`src/rtl/exe_issue_scheduler_pkg.sv`:
```
// Shared types and constants for the exe-stage issue scheduler.
package exe_issue_scheduler_pkg;

  localparam int MAX_EXE_STAGES   = 4;
  localparam int LAT_W            = $clog2(MAX_EXE_STAGES + 1);
  localparam int WB_DELAY_DEFAULT = 2;

  typedef struct packed {
    logic             valid;
    logic [LAT_W-1:0] lat;
    logic [4:0]       rs1;
    logic [4:0]       rs2;
    logic [4:0]       rd;
    logic             use_rs1;
    logic             use_rs2;
    logic             wr_rd;
  } sched_req_t;

endpackage

```
`src/rtl/exe_issue_scheduler_reg_pending_table.sv`:
```
// Per-register countdown of cycles until a pending write becomes readable by decode.
module reg_pending_table #(
  parameter int CNT_W = 3
) (
  input  logic             clk_i,
  input  logic             rstn_i,
  input  logic             ld_en_i,
  input  logic [4:0]       ld_idx_i,
  input  logic [CNT_W-1:0] ld_val_i,
  input  logic [4:0]       rs1_idx_i,
  input  logic [4:0]       rs2_idx_i,
  input  logic [4:0]       rd_idx_i,
  output logic             rs1_busy_o,
  output logic             rs2_busy_o,
  output logic             rd_busy_o,
  output logic [31:0]      busy_o
);

  logic [CNT_W-1:0] cnt_q [32];
  logic [CNT_W-1:0] cnt_d [32];

  // A load never meets a nonzero counter, so it simply replaces the decrement.
  always_comb begin
    cnt_d[0] = '0;
    for (int r = 1; r < 32; r++) begin
      cnt_d[r] = (cnt_q[r] != '0) ? cnt_q[r] - CNT_W'(1) : '0;
      if (ld_en_i && (ld_idx_i == 5'(r))) begin
        cnt_d[r] = ld_val_i;
      end
    end
  end

  always_ff @(posedge clk_i) begin
    if (!rstn_i) begin
      for (int r = 0; r < 32; r++) cnt_q[r] <= '0;
    end else begin
      for (int r = 0; r < 32; r++) cnt_q[r] <= cnt_d[r];
    end
  end

  always_comb begin
    for (int r = 0; r < 32; r++) busy_o[r] = (cnt_q[r] != '0);
  end

  assign rs1_busy_o = busy_o[rs1_idx_i];
  assign rs2_busy_o = busy_o[rs2_idx_i];
  assign rd_busy_o  = busy_o[rd_idx_i];

endmodule

```
`src/rtl/exe_issue_scheduler.sv`:
```
// Issue gate into the multi-latency exe stage: result-slot reservation plus
// RAW/WAW tracking; issue_o is combinational from state and the current request.
module exe_issue_scheduler
  import exe_issue_scheduler_pkg::*;
#(
  parameter int MAX_LAT  = MAX_EXE_STAGES,
  parameter int WB_DELAY = WB_DELAY_DEFAULT,
  parameter int CNT_W    = $clog2(MAX_LAT + WB_DELAY + 1)
) (
  input  logic               clk_i,
  input  logic               rstn_i,
  input  logic               req_valid_i,
  input  logic [LAT_W-1:0]   req_lat_i,
  input  logic [4:0]         req_rs1_i,
  input  logic [4:0]         req_rs2_i,
  input  logic [4:0]         req_rd_i,
  input  logic               req_use_rs1_i,
  input  logic               req_use_rs2_i,
  input  logic               req_wr_rd_i,
  input  logic               flush_i,
  output logic               issue_o,
  output logic               stall_o,
  output logic [MAX_LAT-1:0] slot_busy_o,
  output logic [31:0]        reg_busy_o
);

  sched_req_t         req;
  logic [LAT_W-1:0]   lat_eff;
  logic [MAX_LAT-1:0] lat_onehot;
  logic [MAX_LAT-1:0] slot_q, slot_d;
  logic               struct_hz, raw_hz, waw_hz;
  logic               rs1_busy, rs2_busy, rd_busy;
  logic               ld_en;
  logic [CNT_W-1:0]   ld_val;

  always_comb begin
    req = '{valid: req_valid_i, lat: req_lat_i, rs1: req_rs1_i, rs2: req_rs2_i,
            rd: req_rd_i, use_rs1: req_use_rs1_i, use_rs2: req_use_rs2_i,
            wr_rd: req_wr_rd_i};
  end

  // Out-of-range latencies are clamped so hardware never indexes past the slot vector.
  always_comb begin
    lat_eff = req.lat;
    if (req.lat == '0) begin
      lat_eff = LAT_W'(1);
    end else if (req.lat > LAT_W'(MAX_LAT)) begin
      lat_eff = LAT_W'(MAX_LAT);
    end
  end

  assign lat_onehot = MAX_LAT'(1) << (lat_eff - LAT_W'(1));
  assign struct_hz  = |(slot_q & lat_onehot);
  assign raw_hz     = (req.use_rs1 & (req.rs1 != 5'd0) & rs1_busy) |
                      (req.use_rs2 & (req.rs2 != 5'd0) & rs2_busy);
  assign waw_hz     = req.wr_rd & (req.rd != 5'd0) & rd_busy;

  assign issue_o = req.valid & ~flush_i & ~struct_hz & ~raw_hz & ~waw_hz;
  assign stall_o = req.valid & ~issue_o & ~flush_i;

  assign ld_en  = issue_o & req.wr_rd & (req.rd != 5'd0);
  assign ld_val = CNT_W'(lat_eff) + CNT_W'(WB_DELAY);

  assign slot_d = (slot_q | (issue_o ? lat_onehot : '0)) >> 1;

  always_ff @(posedge clk_i) begin
    if (!rstn_i) begin
      slot_q <= '0;
    end else begin
      slot_q <= slot_d;
    end
  end

  reg_pending_table #(.CNT_W(CNT_W)) u_pending (
    .clk_i      (clk_i),
    .rstn_i     (rstn_i),
    .ld_en_i    (ld_en),
    .ld_idx_i   (req.rd),
    .ld_val_i   (ld_val),
    .rs1_idx_i  (req.rs1),
    .rs2_idx_i  (req.rs2),
    .rd_idx_i   (req.rd),
    .rs1_busy_o (rs1_busy),
    .rs2_busy_o (rs2_busy),
    .rd_busy_o  (rd_busy),
    .busy_o     (reg_busy_o)
  );

  assign slot_busy_o = slot_q;

  a_legal_lat: assert property (@(posedge clk_i) disable iff (!rstn_i)
    req_valid_i |-> (req_lat_i != '0) && (req_lat_i <= LAT_W'(MAX_LAT)));

endmodule

```
`config.mk`:
```
export PLATFORM = sky130hd
export DESIGN_NAME = exe_issue_scheduler
export DESIGN_NICKNAME = d
export VERILOG_FILES = /design/src/rtl/exe_issue_scheduler_pkg.sv /design/src/rtl/exe_issue_scheduler_reg_pending_table.sv /design/src/rtl/exe_issue_scheduler.sv
export SDC_FILE = /design/constraint.sdc
export NUM_CORES = 1
export LEC_CHECK = 0
export ABC_AREA = 1
export BUFFER_PORTS_ARGS = -buffer_cell sky130_fd_sc_hd__buf_2
export CELL_PAD_IN_SITES_DETAIL_PLACEMENT = 1
export CELL_PAD_IN_SITES_GLOBAL_PLACEMENT = 1
export CORE_ASPECT_RATIO = 1.1
export CORE_MARGIN = 2
export CORE_UTILIZATION = 42
export CTS_CLUSTER_DIAMETER = 150
export DETAILED_ROUTE_END_ITERATION = 7
export GPL_TIMING_DRIVEN = 0
export PLACE_DENSITY_LB_ADDON = 0.1
export SETUP_SLACK_MARGIN = 0.4
export SYNTH_ARGS = -nofsm -noshare
export SYNTH_HDL_FRONTEND = slang
export SYNTH_HIERARCHICAL = 1
export SYNTH_SLANG_ARGS = --single-unit
export TNS_END_PERCENT = 10
```
`constraint.sdc`:
```
create_clock -name clk_i -period 3.32 [get_ports clk_i]
set_input_delay 0.332 -clock clk_i [delete_from_list [all_inputs] [get_ports clk_i]]
set_output_delay 0.332 -clock clk_i [all_outputs]
set_load 0.01 [all_outputs]
```
==> flow_metrics.py, run 1 <==
metrics = {
    "floorplanning": {
        "std_cell_rows": 46,
        "die-area_sq_um": 15700,
        "fp.coreArea_sq_um": 14400,
        "start_util_pct": 43.0,
        "die_w_microns": 120,
        "fp.dieH_microns": 131,
        "io-pin-count": 63,
    },
    "sta": {
        "tns_ns": 0,
        "max-slew-margin-rel_pct": 54.3,
        "finalHoldWorstSlack_ns": 0.264,
        "fin_ws_ns": 0.501,
        "finalHoldViolCount": 0,
        "worst_pin_slew_ns": 0.686,
        "period_share_pct": 84.9,
        "setup_violations": 0,
        "worst_clock_skew_ns": 0.00615,
        "grt_setup_unrepaired": "yes",
        "max_clock_freq_mhz": 355,
        "slew_violations": 0,
        "min_period_ns": 2.82,
    },
    "power": {
        "peakVddDrop_mv": 0.240,
        "combPwrFrac_pct": 12.3,
        "power_switching_share_pct": 26.8,
        "clockPowerShare_pct": 42.1,
        "p_seq_share_pct": 45.6,
        "power.density_nw_per_um2": 325,
        "p_int_uw": 1860,
        "p_leak_uw": 0.00407,
        "p_sw_uw": 683,
    },
    "clock_network": {
        "cts_buffers": 9,
        "cts_tree": "done",
        "htree_levels": 3,
        "clock_path_buffers": 2,
        "cts_hold_buf": 0,
        "cts-root-buf": "clkbuf_16",
        "clock_latency_ns": 0.35,
        "cts_sinks": 96,
        "clk_pin_slew_ns": 0.07,
    },
    "drt": {
        "vias": 6681,
        "firstDrtPassIters": 5,
        "wl_per_cell_microns": 17.7,
        "vias_per_cell": 5.35,
        "drc_errors": 0,
        "wl_microns": 22100,
        "ant_nets": 0,
        "first_iter_violations": 378,
    },
    "synth": {
        "syn_avg_cell_area_sq_um": 6.50,
        "syn_area_sq_um": 6190,
        "netlist_instances": 952,
        "seq_area_frac_synth_pct": 31.0,
        "yosysUniqueCellTypes": 28,
        "synth_seq_cells": 96,
        "yosys_warnings": 6,
        "synth_fp_nets": 1038,
    },
    "worst_setup_path": {
        "path_delay_family": "simple AND/OR/NAND/NOR gates",
        "crit_end": "u_pending/cnt_q[1][10]",
        "required_ns": 3.55,
        "cp-end-kind": "flip-flop",
        "crit_chain": "nor2_2 > ha_2 > buf_4 > nand2_1 > nand3_1 > nand3_1 > nand3_1 > nand2_1 > nand2_1 > nand2_1 > nand3_1 > nand4_1 > nor3_2 > inv_1 > nor2_4 > buf_4 > nand2_1 > o21ai_0 > a31oi_1",
        "worstPathMaxFanout": 6,
        "cpMostUsedCell": "nand2_1",
        "ff2ff_setup_slack_ns": 0.50,
        "worstSetupPathType": "flip-flop to flip-flop",
        "r2r_start": "u_pending/cnt_q[7][6]",
        "crit_cells": 19,
        "reg2reg_depth": 19,
        "crit_arrival_ns": 3.05,
        "crit_slowest_cell": "dfxtp_1",
        "r2r-end": "u_pending/cnt_q[1][10]",
        "cp-start-kind": "flip-flop",
        "crit_start": "u_pending/cnt_q[7][6]",
        "max_stage_delay_ns": 0.34,
        "critical_path_buf_inv_count": 3,
    },
    "placement": {
        "place.gp.congestion": 0.846,
        "io_buffers": 60,
        "place_inst": 1204,
        "dp_hpwl_microns": 15400,
        "postPlaceCellArea_sq_um": 6730,
        "post-place-ws_ns": 0.0770,
    },
    "global_route": {
        "met2_usage_pct": 47.3,
        "use_met1_pct": 35.1,
        "grt_usage_pct": 27.1,
        "grt_start_max_net_pins": 16,
        "use_met3_pct": 3.04,
        "grt_pass1_vias": 6417,
        "grt-busiest-layer": "met2",
        "grt_overflow_total": 0,
        "antenna_found_initial": 0,
        "grt_pass1_wl_microns": 33700,
    },
    "flow_run": {
        "maxCapViolCount": 0,
    },
    "run_status": {
        "status": "finished, final reports clean",
    },
    "worst_hold_path": {
        "hold_class": "primary input to flip-flop",
    },
    "layout": {
        "fin_cells": 1248,
        "nFillCells": 1924,
        "finalInstanceArea_sq_um": 7830,
        "drive_gt1_share_pct": 19.9,
        "nets": 1138,
        "antennaDiodeCount": 0,
        "syn2layout_area_growth_pct": 26.5,
    },
}
==> worst min-delay path, stage by stage <==
cell     delay, ns
buf_2         0.14
nand2_1       0.06
nand2_1       0.05
==> cells by family (layout without fill, tap and decap cells) <==
logic type | after synthesis | after routing | synth area share, %
buffers and inverters | 168 | 272 | 11.1
flip-flops | 96 | 96 | 31.0
AO/OA/AOI/OAI | 161 | 161 | 14.3
AND/OR/NAND/NOR | 464 | 464 | 31.2
adder cells (fa/ha/maj) | 61 | 61 | 12.3
other | 2 | 2 | 0.121
==> worst min-delay path by stage <==
stage / to / slack, ns / cells past startpoint / startpoint
finish: slot_busy_o[1] / 0.26 / 3 / rstn_i
floorplan: slot_busy_o[0] / 0.44 / 2 / rstn_i
global placement: slot_busy_o[0] / 0.46 / 2 / slot_busy_o[1]
global route: slot_busy_o[1] / 0.28 / 3 / rstn_i
detailed placement: slot_busy_o[0] / 0.46 / 2 / slot_busy_o[1]
CTS: slot_busy_o[2] / 0.26 / 3 / rstn_i
==> cell usage after synthesis <==
cell type	count	share of area [%]
dfxtp_1	96	31
a31oi_1	31	3.1
a21oi_2	1	0.14
buf_1	1	0.061
nor4_1	1	0.10
nor2_2	1	0.10
or2_4	1	0.14
o211a_1	7	1.1
nor3_2	1	0.16
nor2_1	97	5.9
nor3_1	2	0.16
inv_2	1	0.061
inv_1	127	7.7
clkbuf_1	15	0.91
a21oi_1	27	2.2
o21ai_0	94	7.6
clkbuf_2	3	0.24
buf_4	5	0.61
buf_2	14	1.1
ha_1	61	12
nand3b_1	3	0.36
o21ai_1	1	0.081
nand4_1	6	0.61
nand3_1	107	8.7
buf_6	2	0.36
conb_1	2	0.12
nor2_4	1	0.18
nand2_1	244	15
==> registers in the layout (all words and copies together) (netlist names) <==
| signal | count |
|---|---|
| slot_busy_o | 3 |
| u_pending/cnt_q | 93 |
==> layer usage <==
layer / part of all wire, % / vias up
li1: - / 3236
met1: 44 / 3253
met2: 50 / 162
met3: 4.6 / 30
met4: 1.8 / 0
met5: 0 / -
==> metrics by stage <==
step	utilization (%)	power (uW)
after global routing	54.4	2630
after global placement	46.8	1470
after floorplan	-	1370
after CTS	51.4	2550
after detailed placement	46.8	1470
final	54.4	2540
==> power by group through the flow <==
stage | combinational, uW | clock [uW] | sequential [uW]
after floorplan | 182 | 0 | 1180
after global placement | 284 | 0 | 1180
after detailed placement | 288 | 0 | 1180
after CTS | 298 | 1100 | 1160
after global routing | 345 | 1130 | 1160
final | 314 | 1070 | 1160
==> layout by cell type, fill, tap and decap left out, types with 6 or more instances in the layout <==
| cell | instances |
|---|---|
| nand2_2 | 14 |
| nand3_1 | 107 |
| nand4_1 | 6 |
| o21ai_1 | 26 |
| inv_1 | 126 |
| buf_4 | 33 |
| ha_4 | 28 |
| nor2_4 | 18 |
| a31oi_1 | 31 |
| o21ai_0 | 68 |
| nor2_1 | 67 |
| o211a_1 | 7 |
| nor2_2 | 14 |
| dfxtp_1 | 96 |
| ha_1 | 31 |
| clkbuf_16 | 9 |
| nand2_1 | 230 |
| buf_2 | 71 |
| a21oi_1 | 27 |
| clkbuf_1 | 16 |
==> repair_timing <==
item                                    4_1_cts  5_1_grt
cloned                                        0        1
buffers inserted                             13       15
gates resized for setup                      64       97
pin swaps                                    11       18
endpoints found under the setup margin       93       95
==> final cells by class <==
class,instances,area (sq um),area share [%]
buffer,40,231,2.96
clock buffer,11,243,3.10
clock inverter,4,52.6,0.671
inverter,128,480,6.13
multi-input combinational,688,4140,52.9
sequential,96,1920,24.5
tap,192,240,3.07
timing repair buffer,89,522,6.66
Power figures use the tool's default switching activity.
==> run 2, diff against run 1 <==
--- a/config.mk
+++ b/config.mk
@@ -11,7 +11,7 @@
 export CELL_PAD_IN_SITES_GLOBAL_PLACEMENT = 1
 export CORE_ASPECT_RATIO = 1.1
 export CORE_MARGIN = 2
-export CORE_UTILIZATION = 42
+export CORE_UTILIZATION = 38
 export CTS_CLUSTER_DIAMETER = 150
 export DETAILED_ROUTE_END_ITERATION = 7
 export GPL_TIMING_DRIVEN = 0
==> constraint.sdc (replaced) <==
create_clock -name clk_i -period 2.4 [get_ports clk_i]
set_input_delay 0.24 -clock clk_i [delete_from_list [all_inputs] [get_ports clk_i]]
set_output_delay 0.24 -clock clk_i [all_outputs]
set_load 0.01 [all_outputs]
==> flow_metrics.py, run 2 (synthesis gave the netlist of run 1 again) <==
metrics = {
    "run_status": {
        "status": "finished, violations left",
        "failed_checks": "negative setup slack",
    },
    "clock_network": {
        "clk_pin_slew_ns": 0.08,
        "cts_tree": "done",
        "cts_sinks": 96,
        "clock_path_buffers": 2,
        "clock_latency_ns": 0.37,
        "cts_buffers": 9,
        "htree_levels": 3,
        "cts-root-buf": "clkbuf_16",
        "cts_hold_buf": 0,
    },
    "worst_setup_path": {
        "crit_chain": "nor2_4 > ha_4 > nand2_1 > nand3_1 > nand3_1 > nand3_1 > nand2_1 > nand2_1 > nand2_1 > nand2_1 > inv_1 > nand2_2 > nand4_1 > nor3_2 > nand2_1 > inv_4 > buf_8 > nand2_2 > o21ai_2 > o21ai_1 > nor2_1",
        "max_stage_delay_ns": 0.34,
        "required_ns": 2.68,
        "worstPathMaxFanout": 5,
        "crit_slowest_cell": "dfxtp_2",
        "r2r_start": "u_pending/cnt_q[2][4]",
        "path_delay_family": "simple AND/OR/NAND/NOR gates",
        "crit_start": "u_pending/cnt_q[2][4]",
        "critical_path_buf_inv_count": 3,
        "worstSetupPathType": "flip-flop to flip-flop",
        "crit_arrival_ns": 3.02,
        "cp-start-kind": "flip-flop",
        "cpMostUsedCell": "nand2_1",
        "cp-end-kind": "flip-flop",
        "ff2ff_setup_slack_ns": -0.33,
    },
    "drt": {
        "drc_errors": 0,
        "vias": 6806,
        "wl_per_cell_microns": 18.1,
        "wl_microns": 23300,
        "vias_per_cell": 5.28,
        "ant_nets": 0,
        "firstDrtPassIters": 5,
        "first_iter_violations": 326,
    },
    "sta": {
        "finalHoldWorstSlack_ns": 0.168,
        "min_period_ns": 2.73,
        "period_share_pct": 114,
        "slew_violations": 0,
        "finalHoldViolCount": 0,
        "max-slew-margin-rel_pct": 42.2,
        "worst_pin_slew_ns": 0.867,
        "setup_violations": 95,
        "fin_ws_ns": -0.332,
        "worst_clock_skew_ns": 0.0191,
        "max_clock_freq_mhz": 366,
        "grt_setup_unrepaired": "yes",
    },
    "layout": {
        "finalInstanceArea_sq_um": 8670,
        "seq_area_sq_um": 1970,
        "nets": 1170,
        "antennaDiodeCount": 0,
        "drive_gt1_share_pct": 33.3,
        "final_cell_mix": "nand2_1, inv_1, nand3_1",
        "nFillCells": 2033,
        "fin_cells": 1289,
        "registers.top_by_ff_count": "u_pending/cnt_q",
        "multi_input_area_sq_um": 4600,
        "layout_commonest_cell": "nand2_1",
        "largest_reg_flops": 93,
        "syn2layout_area_growth_pct": 40.1,
    },
    "placement": {
        "io_buffers": 60,
        "dp_hpwl_microns": 15900,
        "place.gp.congestion": 0.849,
        "place_inst": 1212,
        "postPlaceCellArea_sq_um": 7190,
    },
    "global_route": {
        "grt_pass1_vias": 6646,
        "grt_overflow_total": 0,
        "grt_usage_pct": 25.8,
        "antenna_found_initial": 0,
        "grt_pass1_wl_microns": 35000,
        "grt_start_max_net_pins": 18,
    },
    "worst_hold_path": {
        "min_from": "rstn_i",
        "hold_class": "primary input to flip-flop",
    },
    "floorplanning": {
        "die_w_microns": 126,
        "start_util_pct": 39.2,
        "std_cell_rows": 48,
        "fp.coreArea_sq_um": 15800,
        "io-pin-count": 63,
        "fp.dieH_microns": 138,
        "die-area_sq_um": 17300,
    },
    "power": {
        "p_leak_uw": 0.00448,
        "power.density_nw_per_um2": 419,
        "peakVddDrop_mv": 0.382,
    },
    "flow_run": {
        "maxCapViolCount": 0,
    },
}
[run 2: cell types whose count changed in the layout (fill, tap and decap cells not counted), moves of 12 or more]
cell / change
a21oi_1: -13
a21oi_2: +13
buf_4: +27
dfxtp_1: -38
dfxtp_2: +38
nand2_1: -22
nand3_1: -12
nand3_2: +12
nor2_2: -12
nor2_4: +13
o21ai_0: -52
o21ai_1: +22
o21ai_2: +30
[run 2: final cells by class]
| type | count | share of cell area, % |
|---|---|---|
| flip-flops and latches | 96 | 22.7 |
| plain buffers | 40 | 2.92 |
| well taps | 200 | 2.89 |
| repair buffers | 121 | 9.40 |
| clock buffers | 9 | 2.60 |
| clock inverters | 7 | 0.895 |
| multi-input cells | 688 | 53.0 |
| inverters | 128 | 5.57 |
[run 2: what timing repair did]
| item | CTS | global route |
|---|---|---|
| gates resized for setup | 146 | 95 |
| endpoints found under the hold margin | 0 | 0 |
| setup buffers | 42 | 16 |
| endpoints found under the setup margin | 95 | 98 |
| gates cloned | 3 | 0 |
| pin swaps | 72 | 45 |
[run 2: worst register-to-register path: cells and delay by family (launching register included)]
kind | cells | cell delay [ns]
compound gates | 2 | 0.19
buf+inv | 3 | 0.32
simple gates | 15 | 1.61
fa+ha+maj | 1 | 0.21
flops | 1 | 0.34
[run 2: path summary, 6_finish.rpt]
| path | cells past startpoint | to |
|---|---|---|
| worst min-delay path | 3 | slot_busy_o[1] |
| worst max register to register | 21 | u_pending/cnt_q[7][6] |
| worst min register to register | 2 | slot_busy_o[1] |
| worst max-delay path | 21 | u_pending/cnt_q[7][6] |
[run 2: stage by stage]
stage          power (uW)  setup slack, ns  utilization (%)  setup TNS, ns
3_3_place_gp         2050           -0.606             45.5         -44.87
4_1_cts              3620           -0.323             52.5         -23.96
3_5_place_dp         2050           -0.635             45.5         -47.19
6_report             3630           -0.332             54.9         -24.14
5_1_grt              3760           -0.577             54.9         -46.82
2_1_floorplan        1900            0.124                -              0
[run 2: where the power goes]
part,internal [uW],total (uW),switching (uW)
Combinational,166,494,327
Clock,821,1540,716
Sequential,1600,1600,6.70
Total,2580,3630,1050
[run 2: layer usage]
layer	vias up	track usage [%]	wire, microns
li1	3328	-	-
met1	3299	32.2	10300
met2	143	45.7	11600
met3	36	3.74	780
met4	0	9.32	599
met5	-	0	0
==> run 3, diff against run 2 <==
--- a/config.mk
+++ b/config.mk
@@ -11,7 +11,8 @@
 export CELL_PAD_IN_SITES_GLOBAL_PLACEMENT = 1
 export CORE_ASPECT_RATIO = 1.1
 export CORE_MARGIN = 2
-export CORE_UTILIZATION = 38
+export CORE_UTILIZATION = 39
+export CTS_BUF_LIST = sky130_fd_sc_hd__clkbuf_4
 export CTS_CLUSTER_DIAMETER = 150
 export DETAILED_ROUTE_END_ITERATION = 7
 export GPL_TIMING_DRIVEN = 0
==> flow_metrics.py, run 3 (synthesis gave the netlist of run 1 again) <==
metrics = {
    "clock_network": {
        "cts-root-buf": "clkbuf_4",
        "cts_sinks": 96,
        "clk_pin_slew_ns": 0.19,
        "cts_buffers": 9,
        "cts_tree": "done",
        "clock_latency_ns": 0.52,
        "clock_path_buffers": 2,
        "htree_levels": 3,
    },
    "layout": {
        "largest_reg_flops": 93,
        "layout_commonest_cell": "nand2_1",
        "registers.top_by_ff_count": "u_pending/cnt_q",
        "multi_input_area_sq_um": 4660,
        "drive_gt1_share_pct": 35.9,
        "post-route-util_pct": 55.3,
        "nFillCells": 2003,
        "syn2layout_area_growth_pct": 39.4,
        "final_cell_mix": "nand2_1, inv_1, nand3_1",
        "finalInstanceArea_sq_um": 8630,
        "seq_area_sq_um": 1990,
        "nets": 1177,
    },
    "power": {
        "p_seq_share_pct": 51.6,
        "clockPowerShare_pct": 31.2,
        "p_sw_uw": 1000,
        "p_int_uw": 2110,
        "fin_total_pwr_uw": 3110,
        "power.density_nw_per_um2": 360,
        "p_leak_uw": 0.00448,
        "power_switching_share_pct": 32.2,
        "peakVddDrop_mv": 0.298,
        "combPwrFrac_pct": 17.2,
    },
    "sta": {
        "finalHoldWorstSlack_ns": 0.165,
        "finalHoldViolCount": 0,
        "min_period_ns": 2.81,
        "worst_pin_slew_ns": 0.907,
        "worst_clock_skew_ns": 0.0414,
        "grt_setup_unrepaired": "yes",
        "period_share_pct": 117,
        "setup_violations": 95,
        "slew_violations": 0,
        "max_clock_freq_mhz": 356,
        "fin_ws_ns": -0.409,
        "max-slew-margin-rel_pct": 39.5,
    },
    "global_route": {
        "antenna_found_initial": 1,
        "grt_overflow_total": 0,
        "grt_start_max_net_pins": 18,
        "grt_pass1_wl_microns": 34600,
        "grt_pass1_vias": 6783,
        "grt_usage_pct": 26.8,
    },
    "flow_run": {
        "maxCapViolCount": 0,
    },
    "floorplanning": {
        "start_util_pct": 39.6,
        "die_w_microns": 124,
        "io-pin-count": 63,
        "fp.dieH_microns": 136,
        "die-area_sq_um": 16900,
        "std_cell_rows": 48,
        "fp.coreArea_sq_um": 15600,
    },
    "drt": {
        "ant_nets": 0,
        "wl_microns": 23300,
        "drc_errors": 0,
        "vias_per_cell": 5.30,
        "firstDrtPassIters": 4,
        "vias": 6876,
        "wl_per_cell_microns": 18.0,
        "first_iter_violations": 305,
    },
    "placement": {
        "io_buffers": 60,
        "place.gp.congestion": 0.857,
        "post-place-ws_ns": -0.626,
        "dp_hpwl_microns": 15800,
        "postPlaceCellArea_sq_um": 7190,
    },
    "run_status": {
        "status": "finished, violations left",
        "failed_checks": "negative setup slack",
    },
    "worst_setup_path": {
        "required_ns": 2.84,
        "cp-start-kind": "flip-flop",
        "worstPathMaxFanout": 5,
        "reg2reg_depth": 21,
        "cpMostUsedCell": "nand3_2",
        "worstSetupPathType": "flip-flop to flip-flop",
        "cp-end-kind": "flip-flop",
        "max_stage_delay_ns": 0.38,
        "crit_arrival_ns": 3.24,
        "crit_chain": "nor2_4 > ha_4 > buf_6 > nand2_4 > nand3_2 > nand3_2 > nand3_2 > nand2_2 > nand2_1 > nand2_1 > nand3_2 > nand4_1 > buf_4 > nor3_4 > inv_2 > nor2_4 > buf_8 > nand2_4 > o21ai_1 > o21ai_0 > nor2_1",
        "crit_slowest_cell": "dfxtp_2",
    },
    "worst_hold_path": {
        "hold_class": "primary input to flip-flop",
        "whs_path_depth": 5,
    },
}
run 3: cell types whose count changed in the layout (fill, tap and decap cells not counted), moves of 7 or more:
cell | before | now
nand2_1 | 208 | 198
clkbuf_16 | 9 | 1
clkbuf_4 | 0 | 9
a21oi_1 | 14 | 22
nand3_1 | 95 | 76
a21oi_2 | 14 | 6
dfxtp_1 | 58 | 50
nand2_2 | 23 | 35
o21ai_0 | 16 | 23
nand3_2 | 12 | 31
run 3: path summary, 6_finish.rpt:
check	start	endpoint	slack (ns)
max	u_pending/cnt_q[6][3]	u_pending/cnt_q[1][0]	-0.41
min	req_lat_i[1]	slot_busy_o[1]	0.16
max reg2reg	u_pending/cnt_q[6][3]	u_pending/cnt_q[1][0]	-0.41
min reg2reg	slot_busy_o[1]	slot_busy_o[0]	0.47
run 3: worst max-delay path, delay by kind of cell, from the launching register on:
family	cells	cell delay (ns)
AND/OR/NAND/NOR	14	1.41
buffers and inverters	4	0.56
flip-flops	1	0.38
AO/OA/AOI/OAI	2	0.21
adder cells (fa/ha/maj)	1	0.19
run 3: power groups by stage:
stage	sequential, uW	combinational (uW)	clock [uW]
global placement	1640	409	0
CTS	1610	460	985
detailed placement	1640	414	0
floorplan	1640	261	0
global route	1610	575	1050
finish	1600	536	970
run 3: metal layers:
metal  wire length, microns  global-route usage [%]  part of all wire, %  vias up
met2                  11800                    47.1                   50      134
met3                    787                    3.52                  3.4       27
met1                  10300                    33.0                   44     3384
met4                    442                    10.2                  1.9        0
met5                      0                       0                    0        -
li1                       -                       -                    -     3331
run 3: per-stage QoR:
| step | instances | TNS, ns |
|---|---|---|
| final | 1297 | -25.53 |
| after floorplan | 952 | 0 |
| after global routing | 1297 | -42.33 |
| after CTS | 1280 | -26.41 |
| after detailed placement | 1212 | -47.03 |
| after global placement | 1212 | -46.17 |
run 3: area by class of cell:
| cell class | instances | share of cell area (%) |
|---|---|---|
| antenna | 1 | 0.0290 |
| inverter | 128 | 5.63 |
| clock inverter | 7 | 0.899 |
| multi-input combinational | 689 | 54.1 |
| clock buffer | 9 | 0.783 |
| tap | 200 | 2.90 |
| sequential | 96 | 23.0 |
| timing repair buffer | 127 | 9.76 |
| buffer | 40 | 2.93 |
run 3: repair_timing:
item / CTS / global route
buffers inserted: 49 / 15
setup endpoints to repair: 96 / 98
endpoints found under the hold margin: 3 / 0
gates cloned: 2 / 1
gates resized for setup: 119 / 138
pin swaps: 68 / 88
hold buffers: 1 / 0
